--- src/rtl/pattern_search_top.sv ---
// Counts in-byte, per-byte and stream-wide matches of a 5-bit pattern
// in a 32-byte message held in the internal memory dm1.
module pattern_search_dmem (
    input  logic       clk_i,
    input  logic       we_i,
    input  logic [7:0] waddr_i,
    input  logic [7:0] wdata_i,
    input  logic [7:0] raddr_i,
    output logic [7:0] rdata_o
);
    logic [7:0] core [0:256-1];

    always_ff @(posedge clk_i) begin
        if (we_i) begin
            core[waddr_i] <= wdata_i;
        end
    end

    assign rdata_o = core[raddr_i];
endmodule

module pattern_search_top (
    input  logic clk,
    input  logic reset,
    output logic done
);
    typedef enum logic [2:0] {
        INIT, SCAN, WR33, WR34, WR35, DONE
    } state_t;

    state_t      state_q;
    logic [4:0]  idx_q;
    logic [4:0]  p_q;
    logic [7:0]  prev_q;
    logic [7:0]  ctb_q, cto_q, cts_q;
    logic [7:0]  ctb_d, cto_d, cts_d;
    logic        done_q;

    logic [7:0]  raddr, rdata;
    logic        we;
    logic [7:0]  waddr, wdata;
    logic [2:0]  in_cnt, x_cnt;
    logic [15:0] win;

    pattern_search_dmem dm1 (
        .clk_i   (clk),
        .we_i    (we),
        .waddr_i (waddr),
        .wdata_i (wdata),
        .raddr_i (raddr),
        .rdata_o (rdata)
    );

    // INIT reads the pattern byte; SCAN walks the message
    assign raddr = (state_q == INIT) ? 8'd32 : {3'b000, idx_q};

    always_comb begin
        in_cnt = 3'd0;
        x_cnt  = 3'd0;
        win    = {prev_q, rdata};
        for (int k = 0; k < 4; k++) begin
            if (rdata[k+:5] == p_q) in_cnt = in_cnt + 3'd1;
        end
        // windows straddling the byte boundary only
        for (int k = 4; k < 8; k++) begin
            if (win[k+:5] == p_q) x_cnt = x_cnt + 3'd1;
        end
        ctb_d = ctb_q + {5'd0, in_cnt};
        cto_d = cto_q + {7'd0, (in_cnt != 3'd0)};
        cts_d = cts_q + {5'd0, in_cnt}
              + ((idx_q != 5'd0) ? {5'd0, x_cnt} : 8'd0);
    end

    always_comb begin
        we    = 1'b0;
        waddr = 8'd0;
        wdata = 8'd0;
        unique case (state_q)
            WR33: begin we = 1'b1; waddr = 8'd33; wdata = ctb_q; end
            WR34: begin we = 1'b1; waddr = 8'd34; wdata = cto_q; end
            WR35: begin we = 1'b1; waddr = 8'd35; wdata = cts_q; end
            default: ;
        endcase
    end

    always_ff @(posedge clk) begin
        if (reset) begin
            state_q <= INIT;
            idx_q   <= 5'd0;
            p_q     <= 5'd0;
            prev_q  <= 8'd0;
            ctb_q   <= 8'd0;
            cto_q   <= 8'd0;
            cts_q   <= 8'd0;
            done_q  <= 1'b0;
        end else begin
            unique case (state_q)
                INIT: begin
                    p_q     <= rdata[7:3];
                    idx_q   <= 5'd0;
                    state_q <= SCAN;
                end
                SCAN: begin
                    ctb_q  <= ctb_d;
                    cto_q  <= cto_d;
                    cts_q  <= cts_d;
                    prev_q <= rdata;
                    idx_q  <= idx_q + 5'd1;
                    if (idx_q == 5'd31) state_q <= WR33;
                end
                WR33: state_q <= WR34;
                WR34: state_q <= WR35;
                WR35: begin
                    state_q <= DONE;
                    done_q  <= 1'b1;
                end
                DONE: state_q <= DONE;
                default: state_q <= INIT;
            endcase
        end
    end

    assign done = done_q;
endmodule

--- config.mk ---
export PLATFORM = sky130hd
export DESIGN_NAME = pattern_search_top
export DESIGN_NICKNAME = d
export VERILOG_FILES = /design/src/rtl/pattern_search_top.sv
export SDC_FILE = /design/constraint.sdc
export NUM_CORES = 1
export LEC_CHECK = 0
export ABC_AREA = 1
export CORE_AREA = 2 2 39 41
export DETAILED_ROUTE_END_ITERATION = 12
export DIE_AREA = 0 0 41 43
export GPL_TIMING_DRIVEN = 1
export SLEW_MARGIN = 20
export SYNTH_ARGS = -nofsm -noshare
export SYNTH_HDL_FRONTEND = slang
export SYNTH_HIERARCHICAL = 1
export SYNTH_SLANG_ARGS = --single-unit
--- constraint.sdc ---
create_clock -name clk -period 1.3 [get_ports clk]
set_input_delay 0.195 -clock clk [delete_from_list [all_inputs] [get_ports clk]]
set_output_delay 0.195 -clock clk [all_outputs]
set_load 0.01 [all_outputs]
==> impl_metrics.env, run 1 <==
export IMPL_status="complete, no violations"
export IMPL_fin_ws_ps=74.9
export IMPL_ant_nets=0
export IMPL_synth_area_per_cell_um2=7.44
export IMPL_maxCapViolCount=0
export IMPL_max_stage_delay_ps=330
export IMPL_syn_inst=54
export IMPL_design_die_area_um2=1760
export IMPL_syn_nets=58
export IMPL_crit_required_ps=1460
export IMPL_slowest_stage="dfxtp_1"
export IMPL_grt_overflow=0
export IMPL_cp_top_family="simple AND/OR/NAND/NOR gates"
export IMPL_track_usage_pct=11.3
export IMPL_rsz0062_at_grt="no"
export IMPL_synth_area_leaders="dfxtp_1 (45%), nand2_1 (12%), a21oi_1 (8.7%)"
export IMPL_synth_area_um2=402
export IMPL_synth_distinct_cells=16
export IMPL_min_period_over_period_pct=94.2
export IMPL_cts_root_buf="clkbuf_4"
export IMPL_timing_setup_tns_ps=0
export IMPL_dp_hpwl_um=645
export IMPL_swShare_pct=30.1
export IMPL_setup_violations=0
export IMPL_gp_congestion=0.719
export IMPL_path_buf_inv=1
export IMPL_pre_cts_slack_ps=42.5
export IMPL_fin_skew_ps=1.96
export IMPL_antenna_found_initial=0
export IMPL_drc=0
export IMPL_area_growth_pct=23.7
export IMPL_post_layout_nonfiller_instances=79
export IMPL_portBuffers=2
export IMPL_fmax_mhz=816
export IMPL_hold_viol=0
export IMPL_insertion_delay_ps=260
export IMPL_power_frac_comb_pct=20.1
export IMPL_grt_pass1_wl_um=1300
export IMPL_numCtsBuffers=3
export IMPL_finish_utilization_pct=35.9
export IMPL_ctsHtreeMaxLevel=1
export IMPL_row_count=14
export IMPL_crit_path_end_kind="flop"
export IMPL_ys_seq_area_share_pct=44.9
export IMPL_power_leakage_nw=0.210
export IMPL_finalCriticalPeriod_ps=1230
export IMPL_antenna_cells=0
export IMPL_crit_type="reg -> reg"
export IMPL_p_switching_mw=0.203
export IMPL_fin_nets=68
export IMPL_grt_start_max_net_pins=7
export IMPL_cp_arrival_ps=1380
export IMPL_die_w_um=41
export IMPL_tightest_slew_ps=211
export IMPL_clkTransAtPathRegs_ps=60
export IMPL_start_kind="flop"
export IMPL_clock_sinks=9
export IMPL_slew_headroom_pct=85.9
export IMPL_seq_power_share_pct=47.7
export IMPL_synth_top_cell_area_share_pct=44.9
export IMPL_hp_class="reg -> reg"
export IMPL_core_area_um2=1380
export IMPL_slew_viol_final=0
export IMPL_p_clk_share_pct=32.2
export IMPL_ir_drop_mv=0.553
export IMPL_drt_pass1_iterations=4
export IMPL_wire_per_inst_um=10.8
export IMPL_clk_path_buf_depth=2
export IMPL_start_util_pct=29.0
export IMPL_crit_path_cell_trace="ha_2 > inv_2 > nor3_2 > ha_1 > or2_1 > nand2_1 > nor2_1"
export IMPL_layout_drive_gt1_share_pct=20.6
export IMPL_via_count=389
export IMPL_die_h_um=43
export IMPL_whs_ps=473
export IMPL_grt_pass1_vias=338
export IMPL_cellPowerDensity_nw_per_um2=1360
export IMPL_internal_power_mw=0.473
export IMPL_ys_seq_elements=9
export IMPL_io_pins=3
export IMPL_path_max_fanout=2
export IMPL_first_iter_violations=13
export IMPL_dpl_cell_count=75
export IMPL_finalWirelength_um=851
export IMPL_synth_warnings=6
export IMPL_yosysTopAreaCell="dfxtp_1"
export IMPL_cts_tree="done"
export IMPL_via_per_inst=4.92
export IMPL_cts_setup_buffers=0
## power groups by stage
stage	Sequential, mW	Combinational, mW	Clock (mW)
5_1_grt	0.324	0.152	0.233
6_report	0.322	0.136	0.218
4_1_cts	0.322	0.136	0.225
3_3_place_gp	0.327	0.133	0
3_5_place_dp	0.328	0.136	0
2_1_floorplan	0.327	0.0855	0
## registers in the layout, indices dropped and copies added, names as in the netlist
name / cells
done: 1
state_q: 3
idx_q: 5
## per-stage QoR
step / total power [mW] / area [um^2]
after floorplan: 0.412 / 402
after global placement: 0.461 / 464
after detailed placement: 0.464 / 464
after CTS: 0.683 / 489
after global routing: 0.709 / 497
final: 0.676 / 497
## per-layer routing
metal | track usage, % | part of all wire [%] | wire [um] | up-vias
li1 | - | - | - | 194
met1 | 12.9 | 44 | 376 | 172
met2 | 15.9 | 45 | 386 | 19
met3 | 3.14 | 6.9 | 59 | 4
met4 | 10.0 | 3.4 | 29 | 0
met5 | 0 | 0 | 0 | -
## synthesized netlist by cell type, drive strengths merged
cell type  instances
a21oi              7
a31oi              1
dfxtp              9
ha                 2
inv                8
nand2             13
nand3              4
nand4              1
nor2               3
nor3               1
o21ai              4
or2                1
## placed cells by master (no fill, tap or decap)
cell             Yosys  final
nand2_1             13     13
dfxtp_1              9      9
a21oi_1              7      7
inv_1                6      5
inv_2                2      3
nand3_1              3      3
o21ai_0              3      3
clkbuf_4             0      3
buf_4                0      3
nor2_1               2      2
nor3_2               0      1
nand4_1              1      1
nor2_2               1      1
o21ai_1              1      1
a31oi_1              1      1
nand3_2              1      1
or2_1                1      1
ha_2                 0      1
ha_1                 2      1
clkbuf_1             0      1
clkdlybuf4s50_1      0      1
dlygate4sd2_1        0      1
## worst paths after layout
path	startpoint	to	slack [ps]	cells past startpoint
worst max-delay path	idx_q[0]	state_q[1]	70	7
worst min-delay path	idx_q[4]	idx_q[4]	470	2
worst max register to register	idx_q[0]	state_q[1]	70	7
worst min register to register	idx_q[4]	idx_q[4]	470	2
## cell families (layout without fill, tap and decap cells)
| group | Yosys count | after routing | share of synthesized area, % |
|---|---|---|---|
| simple gates | 23 | 23 | 26.2 |
| compound gates | 12 | 12 | 15.3 |
| flops | 9 | 9 | 44.9 |
| buf+inv | 8 | 17 | 7.48 |
| fa+ha+maj | 2 | 2 | 6.23 |
## worst reg2reg max path, stage by stage, from the launching register on
cell     delay, ps
dfxtp_1        330
ha_2           200
inv_2           60
nor3_2          40
ha_1           160
or2_1          240
nand2_1         60
nor2_1          30
## final cells by class
cell class	count	area [um^2]
Clock buffer	4	26.3
Fill cell	141	887
Inverter	8	30.0
Multi-Input combinational cell	37	199
Sequential cell	9	180
Tap cell	16	20.0
Timing Repair Buffer	5	41.3
## timing repair
item / in CTS / in global routing
gates cloned: 0 / 0
endpoints found under the setup margin: 1 / 3
resized for setup: 1 / 3
hold buffers: 0 / 0
Note: power is estimated with default switching activity, not from simulation.
==> run 2: changes to the inputs <==
--- a/config.mk
+++ b/config.mk
@@ -10,6 +10,7 @@
 export DETAILED_ROUTE_END_ITERATION = 12
 export DIE_AREA = 0 0 41 43
 export GPL_TIMING_DRIVEN = 1
+export SKIP_CTS_REPAIR_TIMING = 1
 export SLEW_MARGIN = 20
 export SYNTH_ARGS = -nofsm -noshare
 export SYNTH_HDL_FRONTEND = slang
==> run 2 against run 1 <==
  * Clock skew did not move
  * Register-to-register slack about the same
  * Via count did not move
  * Combinational power hardly changed
  * Utilization increased by 0.27 points
  * Sequential share of layout area down 0.27 points
  * Wire length grew 0.24%
  * Power is 0.18% higher
  * Critical path type unchanged
  * Largest cell class unchanged
  * Flip-flop and latch count did not move
==> impl_metrics.env, run 2 (synthesized netlist as in run 1, its figures left out) <==
export IMPL_dp_hpwl_um=645
export IMPL_finalWirelength_um=853
export IMPL_cellPowerDensity_nw_per_um2=1350
export IMPL_fmax_mhz=816
export IMPL_largest_reg_flops=5
export IMPL_gp_congestion=0.719
export IMPL_grt_pass1_wl_um=1300
export IMPL_layout_drive_gt1_share_pct=20.6
export IMPL_crit_path_end_kind="flop"
export IMPL_clk_path_buf_depth=2
export IMPL_setup_violations=0
export IMPL_ctsHtreeMaxLevel=1
export IMPL_max_flop_register="idx_q"
export IMPL_core_area_um2=1380
export IMPL_worstHoldStart="idx_q[4]"
export IMPL_grt_overflow=0
export IMPL_area_growth_pct=24.6
export IMPL_status="complete, no violations"
export IMPL_tightest_slew_ps=211
export IMPL_min_period_over_period_pct=94.2
export IMPL_slew_headroom_pct=85.9
export IMPL_cts_root_buf="clkbuf_4"
export IMPL_finish_utilization_pct=36.2
export IMPL_io_pins=3
export IMPL_fin_skew_ps=1.96
export IMPL_drc=0
export IMPL_power_leakage_nw=0.223
export IMPL_grt_start_max_net_pins=7
export IMPL_grt_pass1_vias=338
export IMPL_start_util_pct=29.0
export IMPL_cts_tree="done"
export IMPL_antenna_found_initial=0
export IMPL_r2r_end="state_q[1]"
export IMPL_ir_drop_mv=0.553
export IMPL_hp_class="reg -> reg"
export IMPL_design_die_area_um2=1760
export IMPL_r2r_start="idx_q[0]"
export IMPL_clkTransAtPathRegs_ps=60
export IMPL_r2r_slack_ps=70
export IMPL_fin_nets=68
export IMPL_reg2reg_depth=7
export IMPL_cp_arrival_ps=1380
export IMPL_crit_required_ps=1460
export IMPL_via_per_inst=4.92
export IMPL_drt_pass1_iterations=4
export IMPL_rsz0062_at_grt="no"
export IMPL_timing_setup_tns_ps=0
export IMPL_ant_nets=0
export IMPL_layout_common_cells="nand2_1 (13), dfxtp_1 (9), a21oi_1 (7)"
export IMPL_die_h_um=43
export IMPL_die_w_um=41
export IMPL_maxCapViolCount=0
export IMPL_crit_type="reg -> reg"
export IMPL_antenna_cells=0
export IMPL_clock_sinks=9
export IMPL_wire_per_inst_um=10.8
export IMPL_insertion_delay_ps=260
export IMPL_finalCriticalPeriod_ps=1230
export IMPL_power_total_mw=0.678
export IMPL_final_common_cell="nand2_1"
export IMPL_path_max_fanout=2
export IMPL_hold_end="idx_q[4]"
export IMPL_track_usage_pct=11.3
export IMPL_hold_viol=0
export IMPL_numCtsBuffers=3
export IMPL_start_kind="flop"
export IMPL_row_count=14
export IMPL_portBuffers=2
export IMPL_via_count=389
export IMPL_first_iter_violations=13
export IMPL_slew_viol_final=0
export IMPL_hold_depth=2
==> run 2: changes by cell type in the layout (fill, tap and decap cells not counted), sizes merged <==
cell / before / now
dlygate4sd2: 1 / 0
dlymetal6s2s: 0 / 1
==> run 2: area by class of cell <==
class | instances | area [um^2]
multi-input cells | 37 | 199
flip-flops and latches | 9 | 180
well taps | 16 | 20.0
repair buffers | 5 | 45.0
fillers | 141 | 883
clock buffers | 4 | 26.3
inverters | 8 | 30.0
==> run 2: power by group <==
group | internal, mW | leakage [nW] | switching, mW
Sequential | 0.301 | 0.0734 | 0.0219
Combinational | 0.0554 | 0.135 | 0.0821
Clock | 0.118 | 0.0150 | 0.0993
==> run 2: worst max path at each step <==
stage / from / to / slack [ps] / depth (start not counted)
6_report: idx_q[0] / state_q[1] / 70 / 7
5_1_grt: idx_q[0] / state_q[1] / 2 / 7
4_1_cts: done / done / -30 / 1
3_5_place_dp: idx_q[0] / state_q[1] / 40 / 7
3_3_place_gp: idx_q[0] / state_q[1] / 50 / 7
2_1_floorplan: idx_q[0] / state_q[1] / 110 / 7
==> run 2: layer usage <==
metal  track usage, %  vias to the layer above  wire length (um)
li1                 -                      194                 -
met2             15.9                       19               386
met4             10.0                        0                29
met5                0                        -                 0
met3             3.14                        4                60
met1             12.9                      172               376
==> run 2: stage by stage <==
step                      hold WS [ps]  cells  instance area (um^2)  worst slack [ps]
after floorplan                    264     54                   402               111
after global placement             457     75                   464              53.2
after detailed placement           467     75                   464              42.5
after CTS                          475     79                   490             -29.8
after global routing               487     79                   500              1.61
final                              473     79                   500              74.9
==> run 2: critical path: stages (launching register included) <==
cell	delay, ps
dfxtp_1	330
ha_2	200
inv_2	60
nor3_2	40
ha_1	160
or2_1	240
nand2_1	60
nor2_1	30
